`config.mk`:
```
export PLATFORM = sky130hd
export DESIGN_NAME = display_scheduler
export DESIGN_NICKNAME = d
export VERILOG_FILES = /design/src/rtl/display_scheduler.sv
export SDC_FILE = /design/constraint.sdc
export NUM_CORES = 1
export LEC_CHECK = 0
export CORE_UTILIZATION = 35
export DETAILED_ROUTE_END_ITERATION = 16
export GPL_TIMING_DRIVEN = 0
export HOLD_SLACK_MARGIN = 0.08
export SLEW_MARGIN = 0
export SYNTH_ARGS = -nofsm -noshare
export SYNTH_HDL_FRONTEND = slang
export SYNTH_SLANG_ARGS = --single-unit
```
`constraint.sdc`:
```
create_clock -name clk -period 2.05 [get_ports clk]
set_clock_uncertainty 0.05 [all_clocks]
set_input_delay 0.615 -clock clk [delete_from_list [all_inputs] [get_ports clk]]
set_output_delay 0.615 -clock clk [all_outputs]
set_load 0.1 [all_outputs]
```
`src/rtl/display_scheduler.sv`:
```
// ---------------------------------------------------------------------------
// display_scheduler
//   Multiplexed two-digit 7-segment driver with phase-based brightness control.
//   A slot is 16 phases of PHASE_CLKS clocks each; slots alternate between the
//   units digit (slot 0) and the tens digit (slot 1). Phase 0 of each slot is
//   always dark so the commons never overlap. Phases 1..BRIGHT are lit.
//   Dice results and register writes land in pending registers. They are copied
//   into the shown (shadow) registers as one unit at the start of a units slot,
//   so a digit pair is never shown half old and half new.
//
// Ports
//   clk           : clock, rising edge
//   rst_n         : asynchronous active-low reset
//   dice_valid    : strobe, dice_digit1/dice_digit10 valid (BCD, 15 = blank)
//   wr_valid      : strobe, register write of wr_data to wr_addr
//                   0x00 CTRL {BRIGHT[7:4], -, -, LZS, OVR}
//                   0x01 RAW1
//                   0x02 RAW10
//   cfg_com_pol   : active level of the commons
//   cfg_seg_pol   : active level of the segments
//   seg[7:0]      : segments a..g at bits 0..6, dp at bit 7
//   com[1:0]      : commons, bit0 = units digit, bit1 = tens digit
//   com_oe[1:0]   : output enables for com
// ---------------------------------------------------------------------------
module display_scheduler #(
   parameter int unsigned PHASE_CLKS   = 64,
   parameter logic [3:0]  RESET_BRIGHT = 4'd15
) (
   input  logic       clk,
   input  logic       rst_n,
   input  logic       dice_valid,
   input  logic [3:0] dice_digit1,
   input  logic [3:0] dice_digit10,
   input  logic       wr_valid,
   input  logic [7:0] wr_addr,
   input  logic [7:0] wr_data,
   input  logic       cfg_com_pol,
   input  logic       cfg_seg_pol,
   output logic [7:0] seg,
   output logic [1:0] com,
   output logic [1:0] com_oe
);

   localparam logic [15:0] CNT_MAX = 16'(PHASE_CLKS - 1);

   // Timing state
   logic [15:0] cnt_q, cnt_d;
   logic [3:0]  phase_q, phase_d;
   logic        slot_q, slot_d;
   logic        phase_end;
   logic        frame_end;

   // Pending registers
   logic [3:0] pend_dig1_q, pend_dig1_d;
   logic [3:0] pend_dig10_q, pend_dig10_d;
   logic       pend_ovr_q, pend_ovr_d;
   logic       pend_lzs_q, pend_lzs_d;
   logic [3:0] pend_bright_q, pend_bright_d;
   logic [7:0] pend_raw1_q, pend_raw1_d;
   logic [7:0] pend_raw10_q, pend_raw10_d;

   // Shown (shadow) registers
   logic [3:0] sh_dig1_q;
   logic [3:0] sh_dig10_q;
   logic       sh_ovr_q;
   logic       sh_lzs_q;
   logic [3:0] sh_bright_q;
   logic [7:0] sh_raw1_q;
   logic [7:0] sh_raw10_q;

   // Registered drive
   logic [1:0] com_act_q, com_act_d;
   logic [7:0] seg_lit_q, seg_lit_d;

   logic       lit;
   logic [3:0] cur_dig;
   logic [7:0] pattern;

   // CTRL bits 3:2 have no function
   logic unused_wr_bits;
   assign unused_wr_bits = ^wr_data[3:2];

   function automatic logic [7:0] seg7(input logic [3:0] d);
      logic [7:0] p;
      case (d)
         4'd0:    p = 8'h3F;
         4'd1:    p = 8'h06;
         4'd2:    p = 8'h5B;
         4'd3:    p = 8'h4F;
         4'd4:    p = 8'h66;
         4'd5:    p = 8'h6D;
         4'd6:    p = 8'h7D;
         4'd7:    p = 8'h07;
         4'd8:    p = 8'h7F;
         4'd9:    p = 8'h6F;
         default: p = 8'h00;
      endcase
      return p;
   endfunction

   // Counter chain
   always_comb begin
      phase_end = (cnt_q == CNT_MAX);
      cnt_d     = phase_end ? 16'd0 : cnt_q + 16'd1;
      phase_d   = phase_end ? phase_q + 4'd1 : phase_q;
      slot_d    = (phase_end && (phase_q == 4'hF)) ? ~slot_q : slot_q;
      // Last clock of the tens slot: next cycle begins a units slot
      frame_end = phase_end && (phase_q == 4'hF) && slot_q;
   end

   // Pending capture; both strobes may act in the same cycle
   always_comb begin
      pend_dig1_d   = pend_dig1_q;
      pend_dig10_d  = pend_dig10_q;
      pend_ovr_d    = pend_ovr_q;
      pend_lzs_d    = pend_lzs_q;
      pend_bright_d = pend_bright_q;
      pend_raw1_d   = pend_raw1_q;
      pend_raw10_d  = pend_raw10_q;
      if (dice_valid) begin
         pend_dig1_d  = dice_digit1;
         pend_dig10_d = dice_digit10;
      end
      if (wr_valid) begin
         case (wr_addr)
            8'h00: begin
               pend_ovr_d    = wr_data[0];
               pend_lzs_d    = wr_data[1];
               pend_bright_d = wr_data[7:4];
            end
            8'h01:   pend_raw1_d  = wr_data;
            8'h02:   pend_raw10_d = wr_data;
            default: ;
         endcase
      end
   end

   // Drive pattern for the current phase; registered so it lags the phase by one clock
   always_comb begin
      lit     = (phase_q != 4'd0) && (phase_q <= sh_bright_q);
      cur_dig = slot_q ? sh_dig10_q : sh_dig1_q;
      if (sh_ovr_q)
         pattern = slot_q ? sh_raw10_q : sh_raw1_q;
      else if (sh_lzs_q && slot_q && (sh_dig10_q == 4'd0))
         pattern = 8'h00;
      else
         pattern = seg7(cur_dig);
      com_act_d = 2'b00;
      seg_lit_d = 8'h00;
      if (lit) begin
         com_act_d = slot_q ? 2'b10 : 2'b01;
         seg_lit_d = pattern;
      end
   end

   always_ff @(posedge clk or negedge rst_n) begin
      if (!rst_n) begin
         cnt_q         <= '0;
         phase_q       <= '0;
         slot_q        <= 1'b0;
         pend_dig1_q   <= 4'd15;
         pend_dig10_q  <= 4'd15;
         pend_ovr_q    <= 1'b0;
         pend_lzs_q    <= 1'b0;
         pend_bright_q <= RESET_BRIGHT;
         pend_raw1_q   <= '0;
         pend_raw10_q  <= '0;
         sh_dig1_q     <= 4'd15;
         sh_dig10_q    <= 4'd15;
         sh_ovr_q      <= 1'b0;
         sh_lzs_q      <= 1'b0;
         sh_bright_q   <= RESET_BRIGHT;
         sh_raw1_q     <= '0;
         sh_raw10_q    <= '0;
         com_act_q     <= '0;
         seg_lit_q     <= '0;
      end else begin
         cnt_q         <= cnt_d;
         phase_q       <= phase_d;
         slot_q        <= slot_d;
         pend_dig1_q   <= pend_dig1_d;
         pend_dig10_q  <= pend_dig10_d;
         pend_ovr_q    <= pend_ovr_d;
         pend_lzs_q    <= pend_lzs_d;
         pend_bright_q <= pend_bright_d;
         pend_raw1_q   <= pend_raw1_d;
         pend_raw10_q  <= pend_raw10_d;
         // Whole set is transferred at once; a strobe on this same clock waits a frame
         if (frame_end) begin
            sh_dig1_q   <= pend_dig1_q;
            sh_dig10_q  <= pend_dig10_q;
            sh_ovr_q    <= pend_ovr_q;
            sh_lzs_q    <= pend_lzs_q;
            sh_bright_q <= pend_bright_q;
            sh_raw1_q   <= pend_raw1_q;
            sh_raw10_q  <= pend_raw10_q;
         end
         com_act_q     <= com_act_d;
         seg_lit_q     <= seg_lit_d;
      end
   end

   // Polarity is applied after the registers so a config change acts at once
   assign seg    = cfg_seg_pol ? seg_lit_q : ~seg_lit_q;
   assign com[0] = com_act_q[0] ? cfg_com_pol : ~cfg_com_pol;
   assign com[1] = com_act_q[1] ? cfg_com_pol : ~cfg_com_pol;
   assign com_oe = 2'b11;

endmodule

```
==> results by group <==
Synthesis
  • Mux cell area share after synthesis: 21.86%
  • XOR/XNOR share of the synthesized area: under 10%
  • Sequential area share after synthesis: 52.48%
  • Synth async-reset ratio: 100.0%
  • Synth area leaders: dfrtp_1 (38%), dfstp_2 (14%), mux2_4 (10%), mux2_2 (10%), xnor2_1 (4.0%)
  • Synth Cell Area: 4397 sq um
  • Synth cell count leaders: dfrtp_1 (67), mux2_2 (39), mux2_4 (30)
  • Top_reg_cell synth: dfrtp_1
  • Post-synthesis compound-gate area fraction: approximately 3.6%
  • Adder-Cell Fraction of Synth Area: under 10%
  • Number of flops mapped to enable cells by yosys: 0
  • Avg Cell Area, Syn: 13.61 sq um
  • Top-count cell post-synth: dfrtp_1
  • Synth area leader: dfrtp_1
  • Synth warn: 0
  • Yosys reg bits: 91
  • Largest family of logic cells by synthesized area: multiplexers
  • Synth Area in Simple Gates: 9.448%
  • Top cell type's share of synthesized area: 38.13%
  • Post-Syn Instances: 323
  • Count of different cell masters after synthesis: 50

Cells and area
  • FILL cells: 1097
  • Area added between synthesis and finish: 29.08%
  • Nets: 428
  • Antenna diodes: 0
  • Fin cells: 559
  • Ratio of cells with drive above 1 in the final layout: 43.22%

Global routing
  • GRT Total Usage: 13.73%
  • First-pass GRT wire length: 13700 um
  • Pin count of the biggest net entering global routing: about 50
  • Grt total ovfl: 0
  • Vias in the first global route: 2721
  • Initial antenna violation count: 0

Status
  • Status: finished, final reports clean

STA
  • Slew margin rel.: 58.82%
  • RSZ-0062 raised after global routing: yes
  • Min Clock Period, post-route: 2.031 ns
  • Final setup vio count: 0
  • Final Cycle Share: between 90% and 100%
  • Fin. Hold Viols: 0
  • Highest Clock Rate: 492.3 MHz
  • Fin. max-slew vios: 0
  • Hold slack: 0.2204 ns
  • Slew @ Worst Pin: between 0.6 and 0.7 ns

Floorplanning
  • Die area: 13010 sq um
  • Io pins: 42
  • Initial Utilization: 36.30%
  • DIE HEIGHT: 114.1 um
  • Row count: 40
  • Area of the core: 12110 sq um
  • Horiz. Die Dim: 114.1 um

Clock tree
  • Skew-Pair Late Insertion Delay: 0.34 ns
  • CTS Root Buffer Type: clkbuf_16
  • Clock transition at path regs: 0.06 ns
  • CTS buffer count: 9
  • Hold_buf cts: 0
  • CTS tree: built
  • CTS Sinks: approximately 90
  • Clock tree buffer depth: 2
  • # H-tree levels: 3

Route
  • Total number of vias: 2609
  • DRT Pass-1 Iters: 4
  • ANT nets after route: 0
  • WL per Instance: 14.74 um
  • DR iter-0 viols: 54
  • Routed wire length: 8237 um
  • Residual DRC: 0
  • Vias/cell: 4.667

Critical path
  • Worst R2R Path Depth: 5
  • Required time at the worst-slack endpoint: 1.38 ns
  • RR Endpoint: sh_raw1_q[6]
  • Critical path endpoint category: output port
  • Worst-path fanout max: 8
  • WP data arrival: roughly 1.4 ns
  • CP Class: input port to output port
  • CP endpoint: seg[4]
  • R2r setup slk: 0.03 ns
  • Worst setup path start: cfg_seg_pol
  • RR Startpoint: cnt_q[12]
  • CP startpoint kind: input port

Placed design
  • Routability Congestion: 0.7995
  • Post-Place Cells: 530
  • DPL Wire Length: 5672 um
  • IO Port Bufs: 37

Power and ir drop
  • Total leakage power: 2.541 nW
  • Max VDD drop: between 300 and 400 uV
  • Pwr dens: 659.1 nW/um^2
  • Final total power: between 0.003 and 0.004 W

Run
  • Max-cap violations: 0

Worst hold path
  • Hold crit path type: input port to async pin
-- cell families (layout without fill, tap and decap cells) --
kind of cell               count (synthesis)  after routing
adders and majority gates                 12             12
other                                      1              2
DFF                                       91             91
buffers and inverters                     22             88
AOI/OAI and AO/OA                         23             23
muxes                                     76             76
and+or+nand+nor                           70             71
xor gates and xnor gates                  28             28
-- what timing repair did --
item,in CTS,in global routing
gates cloned,0,1
pin swaps,4,4
gates resized for setup,69,16
setup buffers,6,6
setup endpoints to repair,70,49
-- layout make-up --
| class | count | area, sq um | share of cell area [%] |
|---|---|---|---|
| Clock buffer | 15 | 279.0 | 4.916 |
| Timing Repair Buffer | 50 | 461.7 | 8.135 |
| Multi-Input combinational cell | 212 | 2216 | 39.04 |
| Buffer | 12 | 158.9 | 2.800 |
| Clock inverter | 1 | 5.005 | 0.08818 |
| Sequential cell | 91 | 2307 | 40.65 |
| Inverter | 10 | 37.54 | 0.6614 |
| Tap cell | 168 | 210.2 | 3.704 |
-- routing by layer --
metal  vias up  share of wire [%]  GRT usage [%]
met3        13                2.3          2.170
met4         0                1.9          6.667
li1       1271                  -              -
met5         -                  0              0
met1      1293                 46          17.54
met2        32                 50          22.79
-- per-stage QoR --
stage               utilization, %  setup TNS, ns  setup slack [ns]  area (sq um)
floorplan                        -       -0.09985          -0.01248          4611
global placement             42.86        -264.91            -2.926          5191
detailed placement           43.07         -26.99            -1.197          5216
CTS                          45.96              0          0.001508          5567
global route                 46.86        -0.1598          -0.02271          5675
finish                       46.86              0           0.01856          5675
-- how the worst min path moves through the flow --
stage	startpoint	to	slack, ns
2_1_floorplan	rst_n	cnt_q[0]	0.27
3_3_place_gp	cnt_q[15]	cnt_q[15]	0.41
3_5_place_dp	sh_raw10_q[1]	sh_raw10_q[1]	0.44
4_1_cts	rst_n	cnt_q[8]	0.23
5_1_grt	rst_n	cnt_q[7]	0.25
6_report	rst_n	cnt_q[8]	0.22
-- critical path: stages --
cell	delay, ns
clkbuf_16	0.19
xnor2_4	0.12
buf_2	0.43
-- sequential cells by signal (all words and copies together), names as in the netlist --
register / flops
sh_bright_q: 4
sh_dig1_q: 4
pend_lzs_q: 1
sh_lzs_q: 1
pend_raw1_q: 8
phase_q: 4
cnt_q: 16
seg_lit_q: 8
pend_dig10_q: 4
pend_bright_q: 4
sh_raw10_q: 8
com_act_q: 2
sh_ovr_q: 1
sh_dig10_q: 4
sh_raw1_q: 8
pend_dig1_q: 4
slot_q: 1
pend_ovr_q: 1
pend_raw10_q: 8
-- where the power goes --
part / total (W) / internal, W / switching [W] / leakage [nW]
Clock: 0.00158 / 0.000929 / 0.000646 / 0.139
Sequential: 0.00187 / 0.00185 / 0.0000190 / 1.17
Combinational: 0.000297 / 0.000123 / 0.000174 / 1.23
-- layout by cell type, fill, tap and decap left out, drive strengths merged, types with 3 or more instances in the layout --
master,count
clkbuf,23
and3,5
and4,5
mux2i,6
dfrtp,67
nand2,12
inv,10
ha,12
o21ai,3
nor2b,3
clkdlybuf4s50,24
nand2b,3
nand4,5
xor2,8
a21oi,6
nor3,3
xnor2,20
buf,28
nor2,20
dfstp,24
o211ai,5
mux2,70
nand3,6
Power figures use the tool's default switching activity.
